==> src/rtl/uart_pkg.sv <==
// Shared UART definitions for the word transmitter and the upstream receiver.
// Defining UART_TX_PARITY_EN adds the PARITY state to the transmit FSM encoding.
package uart_pkg;

  localparam int UART_DATA_BITS      = 8;
  localparam int UART_BYTES_PER_WORD = 2;

  typedef enum logic [2:0] {
    IDLE,
    START,
    DATA,
`ifdef UART_TX_PARITY_EN
    PARITY,
`endif
    STOP
  } uart_tx_state_t;

endpackage

==> src/rtl/uart_word_tx_if.sv <==
// Word-level handshake between the FFT/FIR core (master) and the UART word transmitter (slave).
interface uart_word_tx_if #(
  parameter int DATA_W = 16
);

  logic [DATA_W-1:0] data_in;
  logic              data_valid;
  logic              tx_serial;
  logic              tx_done;
  logic              tx_busy;
  logic              tx_overrun;

  modport master (
    output data_in, data_valid,
    input  tx_serial, tx_done, tx_busy, tx_overrun
  );

  modport slave (
    input  data_in, data_valid,
    output tx_serial, tx_done, tx_busy, tx_overrun
  );

endinterface

==> src/rtl/uart_baud_tick.sv <==
// Bit-period counter: counts 0..CLKS_PER_BIT-1 and flags the last cycle of each bit.
// clear_i holds the count at zero so a new frame starts on a clean bit boundary.
module uart_baud_tick #(
  parameter int CLKS_PER_BIT = 868
) (
  input  logic clk,
  input  logic rstb,
  input  logic clear_i,
  output logic bit_tick_o
);

  localparam int            CW   = (CLKS_PER_BIT > 1) ? $clog2(CLKS_PER_BIT) : 1;
  localparam logic [CW-1:0] LAST = CW'(CLKS_PER_BIT - 1);

  logic [CW-1:0] cnt_q;
  logic [CW-1:0] cnt_d;

  always_comb begin
    bit_tick_o = !clear_i && (cnt_q == LAST);
    cnt_d      = cnt_q + CW'(1);
    if (clear_i || bit_tick_o) begin
      cnt_d = '0;
    end
  end

  always_ff @(posedge clk or negedge rstb) begin
    if (!rstb) begin
      cnt_q <= '0;
    end else begin
      cnt_q <= cnt_d;
    end
  end

endmodule

==> src/rtl/uart_word_tx.sv <==
// Sends each accepted 16-bit word as two back-to-back UART frames, low byte first.
// Default frame is 8N1; defining UART_TX_PARITY_EN inserts an even-parity bit (8E1).
module uart_word_tx #(
  parameter int CLKS_PER_BIT = 868,
  parameter int DATA_W       = 16
) (
  input  logic           clk,
  input  logic           rstb,
  uart_word_tx_if.slave  bus
);

  import uart_pkg::*;

  localparam logic [2:0] LAST_BIT  = 3'(UART_DATA_BITS - 1);
  localparam logic       LAST_BYTE = 1'(UART_BYTES_PER_WORD - 1);

  uart_tx_state_t    state_q;
  logic [DATA_W-1:0] word_q;
  logic              byte_idx_q;
  logic [2:0]        bit_idx_q;
  logic              dv_q;
  logic              done_pend_q;
  logic              tx_serial_q;
  logic              tx_done_q;
  logic              tx_busy_q;
  logic              overrun_q;

  logic              dv_rise;
  logic              accept;
  logic              bit_tick;
  logic              line_d;
  logic [7:0]        cur_byte;

  uart_baud_tick #(
    .CLKS_PER_BIT (CLKS_PER_BIT)
  ) u_baud (
    .clk        (clk),
    .rstb       (rstb),
    .clear_i    (state_q == IDLE),
    .bit_tick_o (bit_tick)
  );

  always_comb begin
    dv_rise  = bus.data_valid && !dv_q;
    accept   = dv_rise && (state_q == IDLE);
    cur_byte = byte_idx_q ? word_q[UART_DATA_BITS +: UART_DATA_BITS]
                          : word_q[0 +: UART_DATA_BITS];
    line_d   = 1'b1;
    case (state_q)
      START:   line_d = 1'b0;
      DATA:    line_d = cur_byte[bit_idx_q];
`ifdef UART_TX_PARITY_EN
      PARITY:  line_d = ^cur_byte;
`endif
      default: line_d = 1'b1;
    endcase
  end

  // Word held only for the frame in flight; later data_in changes are ignored.
  always_ff @(posedge clk) begin
    if (accept) begin
      word_q <= bus.data_in;
    end
  end

  // Line and done are registered one cycle behind the state, so the start bit
  // appears on the edge after accept and tx_done follows the last stop bit.
  always_ff @(posedge clk or negedge rstb) begin
    if (!rstb) begin
      state_q     <= IDLE;
      byte_idx_q  <= 1'b0;
      bit_idx_q   <= '0;
      dv_q        <= 1'b0;
      done_pend_q <= 1'b0;
      tx_serial_q <= 1'b1;
      tx_done_q   <= 1'b0;
      tx_busy_q   <= 1'b0;
      overrun_q   <= 1'b0;
    end else begin
      dv_q        <= bus.data_valid;
      tx_serial_q <= line_d;
      tx_done_q   <= done_pend_q;
      done_pend_q <= 1'b0;
      if (done_pend_q) begin
        tx_busy_q <= 1'b0;
      end
      if (dv_rise && (state_q != IDLE)) begin
        overrun_q <= 1'b1;
      end
      case (state_q)
        IDLE: begin
          if (accept) begin
            byte_idx_q <= 1'b0;
            bit_idx_q  <= '0;
            tx_busy_q  <= 1'b1;
            state_q    <= START;
          end
        end
        START: begin
          if (bit_tick) begin
            bit_idx_q <= '0;
            state_q   <= DATA;
          end
        end
        DATA: begin
          if (bit_tick) begin
            if (bit_idx_q == LAST_BIT) begin
`ifdef UART_TX_PARITY_EN
              state_q <= PARITY;
`else
              state_q <= STOP;
`endif
            end else begin
              bit_idx_q <= bit_idx_q + 3'd1;
            end
          end
        end
`ifdef UART_TX_PARITY_EN
        PARITY: begin
          if (bit_tick) begin
            state_q <= STOP;
          end
        end
`endif
        STOP: begin
          if (bit_tick) begin
            if (byte_idx_q != LAST_BYTE) begin
              byte_idx_q <= byte_idx_q + 1'b1;
              state_q    <= START;
            end else begin
              done_pend_q <= 1'b1;
              state_q     <= IDLE;
            end
          end
        end
        default: state_q <= IDLE;
      endcase
    end
  end

  assign bus.tx_serial  = tx_serial_q;
  assign bus.tx_done    = tx_done_q;
  assign bus.tx_busy    = tx_busy_q;
  assign bus.tx_overrun = overrun_q;

endmodule

==> src/flat_wrapper.sv <==
// flat-port wrapper written by rule: the top's interface ports become plain ports
module uart_word_tx_flat import uart_pkg::*;
#(
  parameter int CLKS_PER_BIT = 868,
  parameter int DATA_W       = 16
)
  (clk, rstb, bus_data_in, bus_data_valid, bus_tx_serial, bus_tx_done, bus_tx_busy, bus_tx_overrun);
  uart_word_tx_if #(.DATA_W(DATA_W)) bus_i ();
  input  logic clk;
  input  logic rstb;
  input wire logic [$bits(bus_i.data_in)-1:0] bus_data_in;
  input wire logic [$bits(bus_i.data_valid)-1:0] bus_data_valid;
  output wire logic [$bits(bus_i.tx_serial)-1:0] bus_tx_serial;
  output wire logic [$bits(bus_i.tx_done)-1:0] bus_tx_done;
  output wire logic [$bits(bus_i.tx_busy)-1:0] bus_tx_busy;
  output wire logic [$bits(bus_i.tx_overrun)-1:0] bus_tx_overrun;
  assign bus_i.data_in = bus_data_in;
  assign bus_i.data_valid = bus_data_valid;
  assign bus_tx_serial = bus_i.tx_serial;
  assign bus_tx_done = bus_i.tx_done;
  assign bus_tx_busy = bus_i.tx_busy;
  assign bus_tx_overrun = bus_i.tx_overrun;
  uart_word_tx #(.CLKS_PER_BIT(CLKS_PER_BIT), .DATA_W(DATA_W)) u_core (.clk(clk), .rstb(rstb), .bus(bus_i));
endmodule
==> config.mk <==
export PLATFORM = sky130hd
export DESIGN_NAME = uart_word_tx_flat
export DESIGN_NICKNAME = d
export VERILOG_FILES = /design/src/rtl/uart_pkg.sv /design/src/rtl/uart_word_tx_if.sv /design/src/rtl/uart_baud_tick.sv /design/src/rtl/uart_word_tx.sv /design/src/flat_wrapper.sv
export SDC_FILE = /design/constraint.sdc
export NUM_CORES = 1
export LEC_CHECK = 0
export CORE_MARGIN = 4
export CORE_UTILIZATION = 50
export CTS_BUF_LIST = sky130_fd_sc_hd__clkbuf_4 sky130_fd_sc_hd__clkbuf_8 sky130_fd_sc_hd__clkbuf_16
export CTS_CLUSTER_DIAMETER = 100
export DETAILED_ROUTE_END_ITERATION = 8
export GPL_TIMING_DRIVEN = 0
export MAX_ROUTING_LAYER = met4
export PLACE_DENSITY = 0.85
export SLEW_MARGIN = 10
export SYNTH_ARGS = -nofsm -noshare
export SYNTH_HDL_FRONTEND = slang
export SYNTH_SLANG_ARGS = --single-unit
export TNS_END_PERCENT = 20
==> constraint.sdc <==
create_clock -name clk -period 4.8 [get_ports clk]
set_input_delay 0.72 -clock clk [delete_from_list [all_inputs] [get_ports clk]]
set_output_delay 0.72 -clock clk [all_outputs]
set_load 0.01 [all_outputs]
# ---- Yosys cells after proc, flatten, opt, wreduce, memory -nomap -nowiden
# Index checks and enable logic that the tools add are counted.
dict set report classes {
  n_mux 27
  n_eq_ne 11
  reduce_logical 14
  add_sub_neg 3
  order_cmp 1
}
# cell count
set ops {}
lappend ops {{3-bit 2-to-1 mux} 9}
lappend ops {{3-bit one-hot mux with 4 select lines} 1}
lappend ops {{1-bit 2-to-1 mux} 11}
lappend ops {{10-bit by 1-bit adder with 10-bit output (second input constant)} 1}
lappend ops {{10-bit == test (second input constant)} 1}
lappend ops {{10-bit 2-to-1 mux} 1}
lappend ops {{2-bit by 1-bit inequality test with 1-bit output (second input constant)} 5}
lappend ops {{5-bit AND reduction} 2}
lappend ops {{3-bit one-hot mux with 3 select lines} 1}
lappend ops {{8-bit 2-to-1 mux} 1}
lappend ops {{3-bit by 2-bit == test with 1-bit output (second input constant)} 2}
lappend ops {{3-bit nonzero test} 2}
lappend ops {{1-bit logical AND} 4}
lappend ops {{3-bit by 4-bit < comparator with 1-bit output (second input constant)} 1}
lappend ops {{1-bit one-hot mux with 2 select lines} 2}
lappend ops {{3-bit by 1-bit adder with 3-bit output (second input constant)} 1}
lappend ops {{1-bit binary-select mux with 3-bit select} 1}
lappend ops {{3-bit by 1-bit == test with 1-bit output (second input constant)} 1}
lappend ops {{3-bit == test (second input constant)} 1}
lappend ops {{3-bit zero test} 1}
lappend ops {{3-bit AND reduction} 1}
lappend ops {{1-bit zero test} 2}
lappend ops {{2-bit inequality test (second input constant)} 1}
lappend ops {{2-bit nonzero test} 1}
lappend ops {{other kinds (2)} 2}
dict set report word_totals {
  word_cells 67
  input_bits 19
  register_bits 39
  out_inout_bits 4
}

# ---- Logic depth before layout (Yosys ltp)
# Gate-level depths: netlist of run 1.
dict set report depth {
  ltp_word 5
  mapped_depth 7
  depth_no_buf 6
}

# ---- Cells and area by module
# A second synthesis of run 1 with hierarchy kept.
dict set report hier_totals {
  cells_unflattened 132
  area_unflattened_um2 1730.4
}
# module instances cells_per_inst area_per_inst_um2
set by_module_without_submodules {}
lappend by_module_without_submodules {uart_word_tx 1 79 1196.1}
lappend by_module_without_submodules {uart_baud_tick 1 53 534.3}

# ---- Worst setup path before layout of run 1
# OpenSTA, ideal clock, no wires.
dict set report synth_path {
  path_kind {register to register}
  startpoint {reg u_core.state_q[0]}
  endpoint {reg u_core.state_q[1]}
  setup_slack_ps 3034
  path_buffers 1
  setup_ps 128
  path_stages_with_launch 7
  t_arrival_ps 1638
  cell_sequence {dfrtp_1 inv_1 ha_1 clkbuf_1 a21oi_1 a22oi_1 mux2_1}
}
dict set report synth_between {
  elab_chain_cells 5
}
# element line_no
set synth_rtl {}
lappend synth_rtl {{from (decl)} uart_word_tx.sv:17} ;# uart_tx_state_t state_q;
lappend synth_rtl {{from (signal assigned)} uart_word_tx.sv:70} ;# state_q <= IDLE;
lappend synth_rtl {{from (signal assigned)} uart_word_tx.sv:96} ;# state_q <= START;
lappend synth_rtl {{from (signal assigned)} uart_word_tx.sv:102} ;# state_q <= DATA;
lappend synth_rtl {{3-bit zero test} {uart_word_tx.sv:39, uart_word_tx.sv:45, uart_word_tx.sv:90}}
lappend synth_rtl {{1-bit zero test} uart_baud_tick.sv:19} ;# bit_tick_o = !clear_i && (cnt_q == LAST);
lappend synth_rtl {{1-bit logical AND} uart_baud_tick.sv:19}
lappend synth_rtl {{2-bit by 1-bit inequality test with 1-bit output (no source line)} --}
lappend synth_rtl {{5-bit AND reduction (no source line)} --}
# Several ways; a longest one is shown, not always the timed one.
# A chain may end at the register's enable or synchronous reset.

# ---- Worst setup path in the final report of run 1
dict set report layout_path {
  startpoint {reg u_core.tx_serial_q (netlist: u_core.bus.tx_serial)}
  endpoint {out bus_tx_serial}
}
# element line_no
set layout_rtl {}
lappend layout_rtl {{from (decl)} uart_word_tx.sv:23} ;# logic tx_serial_q;
lappend layout_rtl {{from (signal assigned)} uart_word_tx.sv:81} ;# tx_serial_q <= line_d;
lappend layout_rtl {{to (decl)} flat_wrapper.sv:13} ;# output wire logic [$bits(bus_i.tx_serial)-1:0] bus_tx_serial;
# No word-level cell between the ends.

==> metrics, run 1 <==
largest fanout on the critical path 1; fmax 0.4722 GHz; Buffers & Inverters on Critical Path 1; Die Y 65.41 um; fin crit period 2.118 ns; Worst EP required 4.08 ns; Clock Skew 0.01646 ns; grt total ovfl 0; crit start category flop; Hold Startpoint u_core.done_pend_q$_DFF_PN0_; reg2reg setup slack 2.73 ns; EDFF count, synth 16; worst reg2reg endpoint u_core.state_q[1]$_DFFE_PN0P_; ys async rst share ~58%; number of fill cells 251; FF+latch count, synth 38; drt pass-1 iters 4; CTS clk-pin slew, worst paths about 0.11 ns; number of remaining DRC errors 0; Internal 412.7 uW; Logic pwr share 3.6%; layout cells sized above 1 9.554%; synthesized cell area between 0.0015 and 0.002 mm2; worst hold path type flop to flop; R2R depth 6; Clock H-tree levels 2; core area 0.003103 mm2; launch point of the worst path u_core.bus.tx_serial$_DFF_PN1_; ANT nets after route 0; Final Non-Filler Cells 201; 1st-iter DRT viols 35; switch share 20.12%; largest net degree at the start of global routing 23; IO Pins 23; Placed Instance Area 0.001923 mm2; RSZ-0062 raised after global routing false; cts repair resizes 0; CP max-delay cell dfstp_2; Worst Setup End Kind output pin; final hold vios 0; capture point of the worst path bus_tx_serial; Via Count 1047; cell count after synthesis 127; Initial Util 53.10%; HPWL Detailed ~2100 um; Final setup violation count 0; Worst path top cell family by delay flip-flops; Avg WL per Cell 13.92 um; Nets between 150 and 200; wire length of the first global-routing pass 4857 um; net switching power 104.0 uW; final worst path period share 44.12%; total track usage 16.00%; number of global-route vias before repair 1062; most common cell after layout, fill and taps aside clkdlybuf4s50_1; worst rel slew slack ~36%; Antenna diodes 0; Final WS setup 2.682 ns; VDD IR max about 190 uV; Placer Congestion roughly 0.83; Longest Clk Path Bufs 2; CTS tree yes; Synth Area per Inst 12.98 um2; FF-to-FF Start u_core.state_q[0]$_DFFE_PN0P_; IO buf count 22; WL final 2798 um; pre-CTS WS 2.451 ns; Hold Buf Count CTS 0; Worst-Margin Slew 0.9498 ns; Synth cell types 31; worst-skew pair later-pin latency 0.35 ns; max_cap viols 0; WP data arrival ~1.4 ns; cells along the critical path clkdlybuf4s50_1; kind of critical path flop to output pin; part of the power in the clock network between 30% and 40%; row cnt 20; synthesized net count around 150; area grow syn2layout 19.97%; placed insts 193; CTS sink count 38; CP max stage delay between 0.5 and 0.6 ns; register area share after synthesis 62.64%; sequential group share of total power 65.7%; PD cells 261.3 mW/mm2; Ys Warns 0; Chip Width about 65 um; die area 0.004278 mm2; outcome finished clean; Levels on crit path 1; final core utilization 63.71%; Primary FF master, synth dfrtp_1; P_leak 0.0008030 uW; Setup TNS 0 ns; buffer count from post-CTS setup fixing 0; final-report max-slew violation count 0; most frequent cells in the layout clkdlybuf4s50_1 (22), dfrtp_1 (21), nor2_1 (17); CTS root buffer clkbuf_4; Design Area, Final 0.001977 mm2; initial antenna violation count 0; total CTS buffers 5; post-DR vias/cell 5.209
registers in the layout (all words and copies together), names as in the netlist:
register,flops
u_core.state_q,2
u_core.bit_idx_q,3
u_core.dv_q,1
u_core.done_pend_q,1
u_core.word_q,16
u_core.bus.tx_serial,1
u_core.byte_idx_q,1
u_core.bus.tx_done,1
u_core.bus.tx_busy,1
u_core.u_baud.cnt_q,10
u_core.bus.tx_overrun,1
cells by family (layout without fill, tap and decap cells):
group / Yosys count / in the layout / share of synthesized area [%]
AO/OA/AOI/OAI: 12 / 12 / 4.252
XOR/XNOR: 8 / 8 / 4.252
adder cells (fa/ha/maj): 7 / 7 / 5.315
buffers and inverters: 15 / 45 / 3.492
flip-flops: 38 / 38 / 62.64
multiplexers: 7 / 7 / 8.125
AND/OR/NAND/NOR: 40 / 40 / 11.92
stage by stage:
stage | hold slack, ns | total power [uW]
6_report | 0.3836 | 516.6
5_1_grt | 0.3945 | 539.3
4_1_cts | 0.3870 | 523.4
3_5_place_dp | 0.3594 | 364.8
3_3_place_gp | 0.3524 | 364.2
2_1_floorplan | 0.3488 | 346.6
cell usage after synthesis (3+ instances only):
master	n	share of area, %
nand2_1	4	0.91
mux4_2	5	6.8
nand3_1	4	1.2
nor2_1	17	3.9
xnor2_1	6	3.2
o21ai_0	5	1.5
dfrtp_1	21	32
inv_1	12	2.7
nand4_1	4	1.5
edfxtp_1	16	29
a21oi_1	3	0.91
ha_1	7	5.3
worst min-delay path by stage:
stage | to | slack, ns | cells past startpoint
final | u_core.bus.tx_done$_DFF_PN0_ | 0.38 | 0
after CTS | u_core.bus.tx_done$_DFF_PN0_ | 0.39 | 0
after detailed placement | u_core.bus.tx_done$_DFF_PN0_ | 0.36 | 0
after global placement | u_core.bus.tx_done$_DFF_PN0_ | 0.35 | 0
after global routing | u_core.bus.tx_done$_DFF_PN0_ | 0.39 | 0
after floorplan | u_core.bus.tx_done$_DFF_PN0_ | 0.35 | 0
power groups by stage:
stage               registers [uW]  clock network [uW]  logic (uW)
floorplan                      346                   0       0.501
global placement               346                   0        18.2
detailed placement             346                   0        18.8
CTS                            339                 165        18.9
global route                   339                 180        20.3
finish                         339                 159        18.4
cell type report:
| type | count | area (um2) | area share, % |
|---|---|---|---|
| sequential | 38 | 1032 | 52.22 |
| multi-input combinational | 74 | 558.0 | 28.23 |
| timing repair buffer | 22 | 220.2 | 11.14 |
| tap | 44 | 55.05 | 2.785 |
| clock buffer | 6 | 45.04 | 2.278 |
| inverter | 12 | 45.04 | 2.278 |
| buffer | 3 | 12.51 | 0.6329 |
| clock inverter | 2 | 8.758 | 0.4430 |
layer usage:
metal  vias to the layer above  share of wire [%]  GRT usage (%)
met3                         5                4.8          5.299
met4                         0                1.6          6.218
met2                        27                 53          27.18
li1                        504                  -              -
met1                       511                 40          17.35
met5                         -                  0              -
Note: power is estimated with default switching activity, not from simulation.
==> run 2, diff against run 1 <==
--- a/config.mk
+++ b/config.mk
@@ -6,7 +6,7 @@
 export NUM_CORES = 1
 export LEC_CHECK = 0
 export CORE_MARGIN = 4
-export CORE_UTILIZATION = 50
+export CORE_UTILIZATION = 48
 export CTS_BUF_LIST = sky130_fd_sc_hd__clkbuf_4 sky130_fd_sc_hd__clkbuf_8 sky130_fd_sc_hd__clkbuf_16
 export CTS_CLUSTER_DIAMETER = 100
 export DETAILED_ROUTE_END_ITERATION = 8
==> constraint.sdc (replaced) <==
create_clock -name clk -period 1.76 [get_ports clk]
set_input_delay 0.264 -clock clk [delete_from_list [all_inputs] [get_ports clk]]
set_output_delay 0.264 -clock clk [all_outputs]
set_load 0.01 [all_outputs]
==> run 2 against run 1 <==
- total power grew to 2.7 times the previous value
- final area grew 6.8%
- clock power grew to 2.8 times the previous value
- die area grew 3.7%
- non-clock buffer count grew 6
- cell count grew 4.0%
- critical path type is now flop to flop
- largest power group unchanged
==> metrics, run 2 (synthesis gave the netlist of run 1 again) <==
Worst-Margin Slew a little over 0.9 ns; outcome finished clean; part of the power in the clock network 31.0%; final hold vios 0; WP data arrival 1.96 ns; cells along the critical path inv_1 > ha_1 > clkbuf_4 > a21oi_4 > a22oi_2 > mux2_1; P_leak 0.0008376 uW; Chip Width 66.59 um; sequential group share of total power 65.4%; Internal around 1100 uW; initial antenna violation count 0; Placer Congestion roughly 0.80; Final Non-Filler Cells 209; Clock Skew ~0.020 ns; Longest Clk Path Bufs 2; drt pass-1 iters 6; IO Pins 23; CTS clk-pin slew, worst paths 0.13 ns; HPWL Detailed 2279 um; Worst Setup End Kind flop; WL final between 3000 and 4000 um; kind of critical path flop to flop; CTS tree yes; Initial Util roughly 49%; 1st-iter DRT viols 84; IO buf count 22; Antenna diodes 0; Final WS setup 0.03727 ns; total track usage 17.06%; Reg with most FFs u_core.word_q; number of global-route vias before repair 1227; total CTS buffers 5; placed insts 195; Setup TNS 0 ns; Nets 188; number of remaining DRC errors 0; worst rel slew slack 37.51%; switch share 21.57%; Seq. cell area 0.001033 mm2; fmax roughly 0.58 GHz; fin crit period 1.723 ns; die area 0.004434 mm2; largest net degree at the start of global routing 23; wire length of the first global-routing pass roughly 5200 um; Clock H-tree levels 2; Logic pwr share 3.6%; CTS root buffer clkbuf_4; most frequent cells in the layout clkdlybuf4s50_1 (22), dfrtp_1 (20), nor2_1 (16), edfxtp_1 (16), inv_1 (11); Via Count 1100; core area 0.003337 mm2; row cnt 21; Final setup violation count 0; RSZ-0062 raised after global routing true; largest fanout on the critical path 10; layout cells sized above 1 around a fifth; Avg WL per Cell around 15 um; VDD IR max 541.8 uV; Die Y 66.59 um; final-report max-slew violation count 0; area grow syn2layout 28.09%; ANT nets after route 0; area of the multi-input gates between 600 and 700 um2; max_cap viols 0; max reg flops 16; worst-skew pair later-pin latency 0.34 ns; final core utilization 63.25%; CTS sink count 38; post-DR vias/cell 5.263; CP max stage delay 0.42 ns; PD cells 669.9 mW/mm2; Regs by FF count u_core.word_q: 16 flops, u_core.u_baud.cnt_q: 10 flops, u_core.bit_idx_q: 3 flops; most common cell after layout, fill and taps aside clkdlybuf4s50_1; final worst path period share 97.88%; net switching power 305.1 uW; crit start category flop; Worst EP required 2.00 ns; Hold Buf Count CTS 0; number of fill cells between 200 and 300; CP max-delay cell dfrtp_1; pre-CTS WS -0.2657 ns; grt total ovfl 0; worst hold path type flop to flop
[run 2: final cells by class]
type | count | share of cell area (%)
clock buffer | 5 | 1.778
tap | 46 | 2.727
inverter | 12 | 2.312
buffer | 3 | 1.126
clock inverter | 3 | 0.7706
sequential | 38 | 48.96
multi-input combinational | 74 | 29.16
timing repair buffer | 28 | 13.16
[run 2: power groups by stage]
stage / Combinational [uW] / Sequential, uW / Clock (uW)
floorplan: 1.37 / 944 / 0
global placement: 49.3 / 944 / 0
detailed placement: 51.3 / 944 / 0
CTS: 51.5 / 925 / 448
global route: 55.9 / 926 / 495
finish: 50.8 / 925 / 438
[run 2: worst max-delay path: cells and delay by family, from the launching register on]
| family | cells | cell delay, ns |
|---|---|---|
| compound gates | 2 | 0.34 |
| fa+ha+maj | 1 | 0.16 |
| buf+inv | 2 | 0.34 |
| flops | 1 | 0.42 |
| mux | 1 | 0.35 |
[run 2: worst paths after layout]
kind	end	slack (ns)	start	depth (start not counted)
min reg2reg	u_core.bus.tx_done$_DFF_PN0_	0.39	u_core.done_pend_q$_DFF_PN0_	0
max	u_core.state_q[1]$_DFFE_PN0P_	0.04	u_core.state_q[0]$_DFFE_PN0P_	6
min in group asynchronous	u_core.state_q[0]$_DFFE_PN0P_	0.43	rstb	1
min	u_core.bus.tx_done$_DFF_PN0_	0.39	u_core.done_pend_q$_DFF_PN0_	0
max reg2reg	u_core.state_q[1]$_DFFE_PN0P_	0.04	u_core.state_q[0]$_DFFE_PN0P_	6
max in group asynchronous	u_core.bit_idx_q[1]$_DFFE_PN0P_	0.71	rstb	1
[run 2: repair_timing]
action | 4_1_cts | 5_1_grt
endpoints found under the setup margin | 24 | 31
endpoints found under the hold margin | 0 | 0
gates cloned | 0 | 0
gates resized for setup | 9 | 9
pin swaps | 0 | 4
setup buffers | 2 | 4
[run 2: per-layer routing]
metal / vias to the layer above / part of all wire [%] / GRT usage [%]
met3: 15 / 4.5 / 6.071
li1: 515 / - / -
met4: 0 / 4.3 / 8.376
met1: 538 / 37 / 15.86
met2: 32 / 54 / 30.69
met5: - / 0 / -
[run 2: metrics by stage]
stage	hold slack, ns	instance area, um2	power (uW)
2_1_floorplan	-0.03159	1649	945.3
3_3_place_gp	0.3599	1927	992.9
3_5_place_dp	0.3636	1927	994.9
4_1_cts	0.3914	2039	1425
5_1_grt	0.3912	2111	1476
6_report	0.3925	2111	1414
==> run 3, diff against run 2 <==
--- a/config.mk
+++ b/config.mk
@@ -5,14 +5,14 @@
 export SDC_FILE = /design/constraint.sdc
 export NUM_CORES = 1
 export LEC_CHECK = 0
-export CORE_MARGIN = 4
-export CORE_UTILIZATION = 48
-export CTS_BUF_LIST = sky130_fd_sc_hd__clkbuf_4 sky130_fd_sc_hd__clkbuf_8 sky130_fd_sc_hd__clkbuf_16
+export CORE_MARGIN = 1.5
+export CORE_UTILIZATION = 50
+export CTS_BUF_LIST = sky130_fd_sc_hd__clkbuf_8
 export CTS_CLUSTER_DIAMETER = 100
 export DETAILED_ROUTE_END_ITERATION = 8
 export GPL_TIMING_DRIVEN = 0
 export MAX_ROUTING_LAYER = met4
-export PLACE_DENSITY = 0.85
+export PLACE_DENSITY_LB_ADDON = 0.15
 export SLEW_MARGIN = 10
 export SYNTH_ARGS = -nofsm -noshare
 export SYNTH_HDL_FRONTEND = slang
==> run 3 against run 2 <==
- the flow now finishes with violations (setup timing)
- wire length fell by 7.8%
- global-route usage rose by 1.1 points
- sequential cell count did not move
- combinational power rose by 1%
- critical path depth fell by 1
- maximum frequency fell by 2.2%
- sequential power barely moved
- clock-buffer cell count did not move
- non-clock buffer count fell by 2
- register-to-register slack got worse by 0.04 ns
==> metrics, run 3 (synthesis gave the netlist of run 1 again) <==
final hold vios 0; Via Count between 1000 and 1500; CTS root buffer clkbuf_8; RSZ-0062 raised after global routing true; fmax 0.5674 GHz; total track usage 18.17%; Reg with most FFs u_core.word_q; final worst path period share 100.1%; failing checks setup timing; IO buf count 22; Chip Width just over 60 um; WP data arrival roughly 2 ns; Worst EP required around 2.0 ns; most frequent cells in the layout clkdlybuf4s50_1 (22), dfrtp_1 (20), nor2_1 (16), edfxtp_1 (16), inv_1 (12); number of global-route vias before repair 1051; number of remaining DRC errors 0; max reg flops 16; Setup TNS -0.002273 ns; crit start category flop; 1st-iter DRT viols 39; max_cap viols 0; ANT nets after route 0; post-DR vias/cell 5.210; Avg WL per Cell 14.33 um; Regs by FF count u_core.word_q: 16 flops, u_core.u_baud.cnt_q: 10 flops, u_core.bit_idx_q: 3 flops; outcome finished, violations left; Clock Skew ~0.0066 ns; worst hold path type flop to flop; CTS tree yes; largest fanout on the critical path 5; HPWL Detailed 1954 um; worst-skew pair later-pin latency 0.29 ns; Longest Clk Path Bufs 2; Die Y between 60 and 70 um; placed insts a little under 200; grt total ovfl 0; worst rel slew slack 33.16%; die area 0.003649 mm2; area grow syn2layout 29.01%; CTS clk-pin slew, worst paths 0.07 ns; final-report max-slew violation count 0; CTS sink count 38; drt pass-1 iters 4; fin crit period 1.762 ns; core area 0.003103 mm2; row cnt 20; IO Pins 23; Nets between 150 and 200; Final WS setup -0.002273 ns; most common cell after layout, fill and taps aside clkdlybuf4s50_1; initial antenna violation count 0; Clock H-tree levels 2; Worst-Margin Slew 0.9994 ns; wire length of the first global-routing pass 4491 um; Final Non-Filler Cells 205; Placer Congestion ~0.8; total CTS buffers 5; VDD IR max 536.5 uV; PD cells 723.7 mW/mm2; P_leak 0.0008443 uW; WL final 2938 um; Final setup violation count 1; Antenna diodes 0; Initial Util 53.10%; kind of critical path flop to flop; Worst Setup End Kind flop; Hold Buf Count CTS 0; largest net degree at the start of global routing 23; layout cells sized above 1 20.50%
-- run 3: changes by cell type in the layout (fill, tap and decap cells not counted), sizes merged --
cell and change:
clkinvlp -1, buf -1, clkbuf -1, inv +1
-- run 3: power by group --
part	switching (uW)	internal, uW	total (uW)
sequential	0.509	925	926
clock	293	268	561
combinational	16.2	35.3	51.5
total	310	1230	1540
-- run 3: metrics by stage --
step           total power [uW]  worst slack, ns  utilization [%]  instance area, um2  hold slack, ns
6_report                   1539        -0.002273            68.51                2126          0.3903
5_1_grt                    1590         -0.04192            68.51                2126          0.4033
3_5_place_dp              995.3          -0.1999            62.02                1924          0.3695
3_3_place_gp              993.1          -0.1670            62.02                1924          0.3532
2_1_floorplan             945.3          0.02301                -                1649        -0.03159
4_1_cts                    1553         -0.04538            66.17                2053          0.3891
-- run 3: layout make-up --
class | instances | area (um2)
Buffer | 3 | 23.77
Clock buffer | 5 | 68.82
Clock inverter | 3 | 13.76
Fill cell | 249 | 977.2
Inverter | 12 | 48.80
Multi-Input combinational cell | 74 | 619.3
Sequential cell | 38 | 1033
Tap cell | 44 | 55.05
Timing Repair Buffer | 26 | 262.8
-- run 3: routing by layer --
metal / part of all wire, % / vias up / GRT usage, %
li1: - / 508 / -
met5: 0 / - / -
met4: 1.6 / 0 / 10.48
met3: 4.8 / 5 / 6.183
met1: 42 / 530 / 20.23
met2: 51 / 25 / 28.42
-- run 3: critical path, stage by stage (launching register included) --
cell	delay, ns
dfrtp_1	0.37
buf_6	0.14
mux4_2	0.51
mux4_2	0.49
nor2_2	0.11
a21oi_1	0.06
-- run 3: path summary, 6_finish.rpt --
check | startpoint | endpoint | slack, ns | cells after the start
setup / recovery | u_core.bit_idx_q[0]$_DFFE_PN0P_ | u_core.bus.tx_serial$_DFF_PN1_ | -0.002 | 5
hold / removal | u_core.done_pend_q$_DFF_PN0_ | u_core.bus.tx_done$_DFF_PN0_ | 0.39 | 0
setup reg to reg | u_core.bit_idx_q[0]$_DFFE_PN0P_ | u_core.bus.tx_serial$_DFF_PN1_ | -0.002 | 5
hold reg to reg | u_core.done_pend_q$_DFF_PN0_ | u_core.bus.tx_done$_DFF_PN0_ | 0.39 | 0
max in group asynchronous | rstb | u_core.bit_idx_q[1]$_DFFE_PN0P_ | 0.57 | 1
min in group asynchronous | rstb | u_core.bit_idx_q[2]$_DFFE_PN0P_ | 0.52 | 1
-- run 3: repair_timing --
item                       CTS  global route
gates resized for setup      8            13
setup endpoints to repair   23            22
pin swaps                    0             2
buffers inserted             1             3
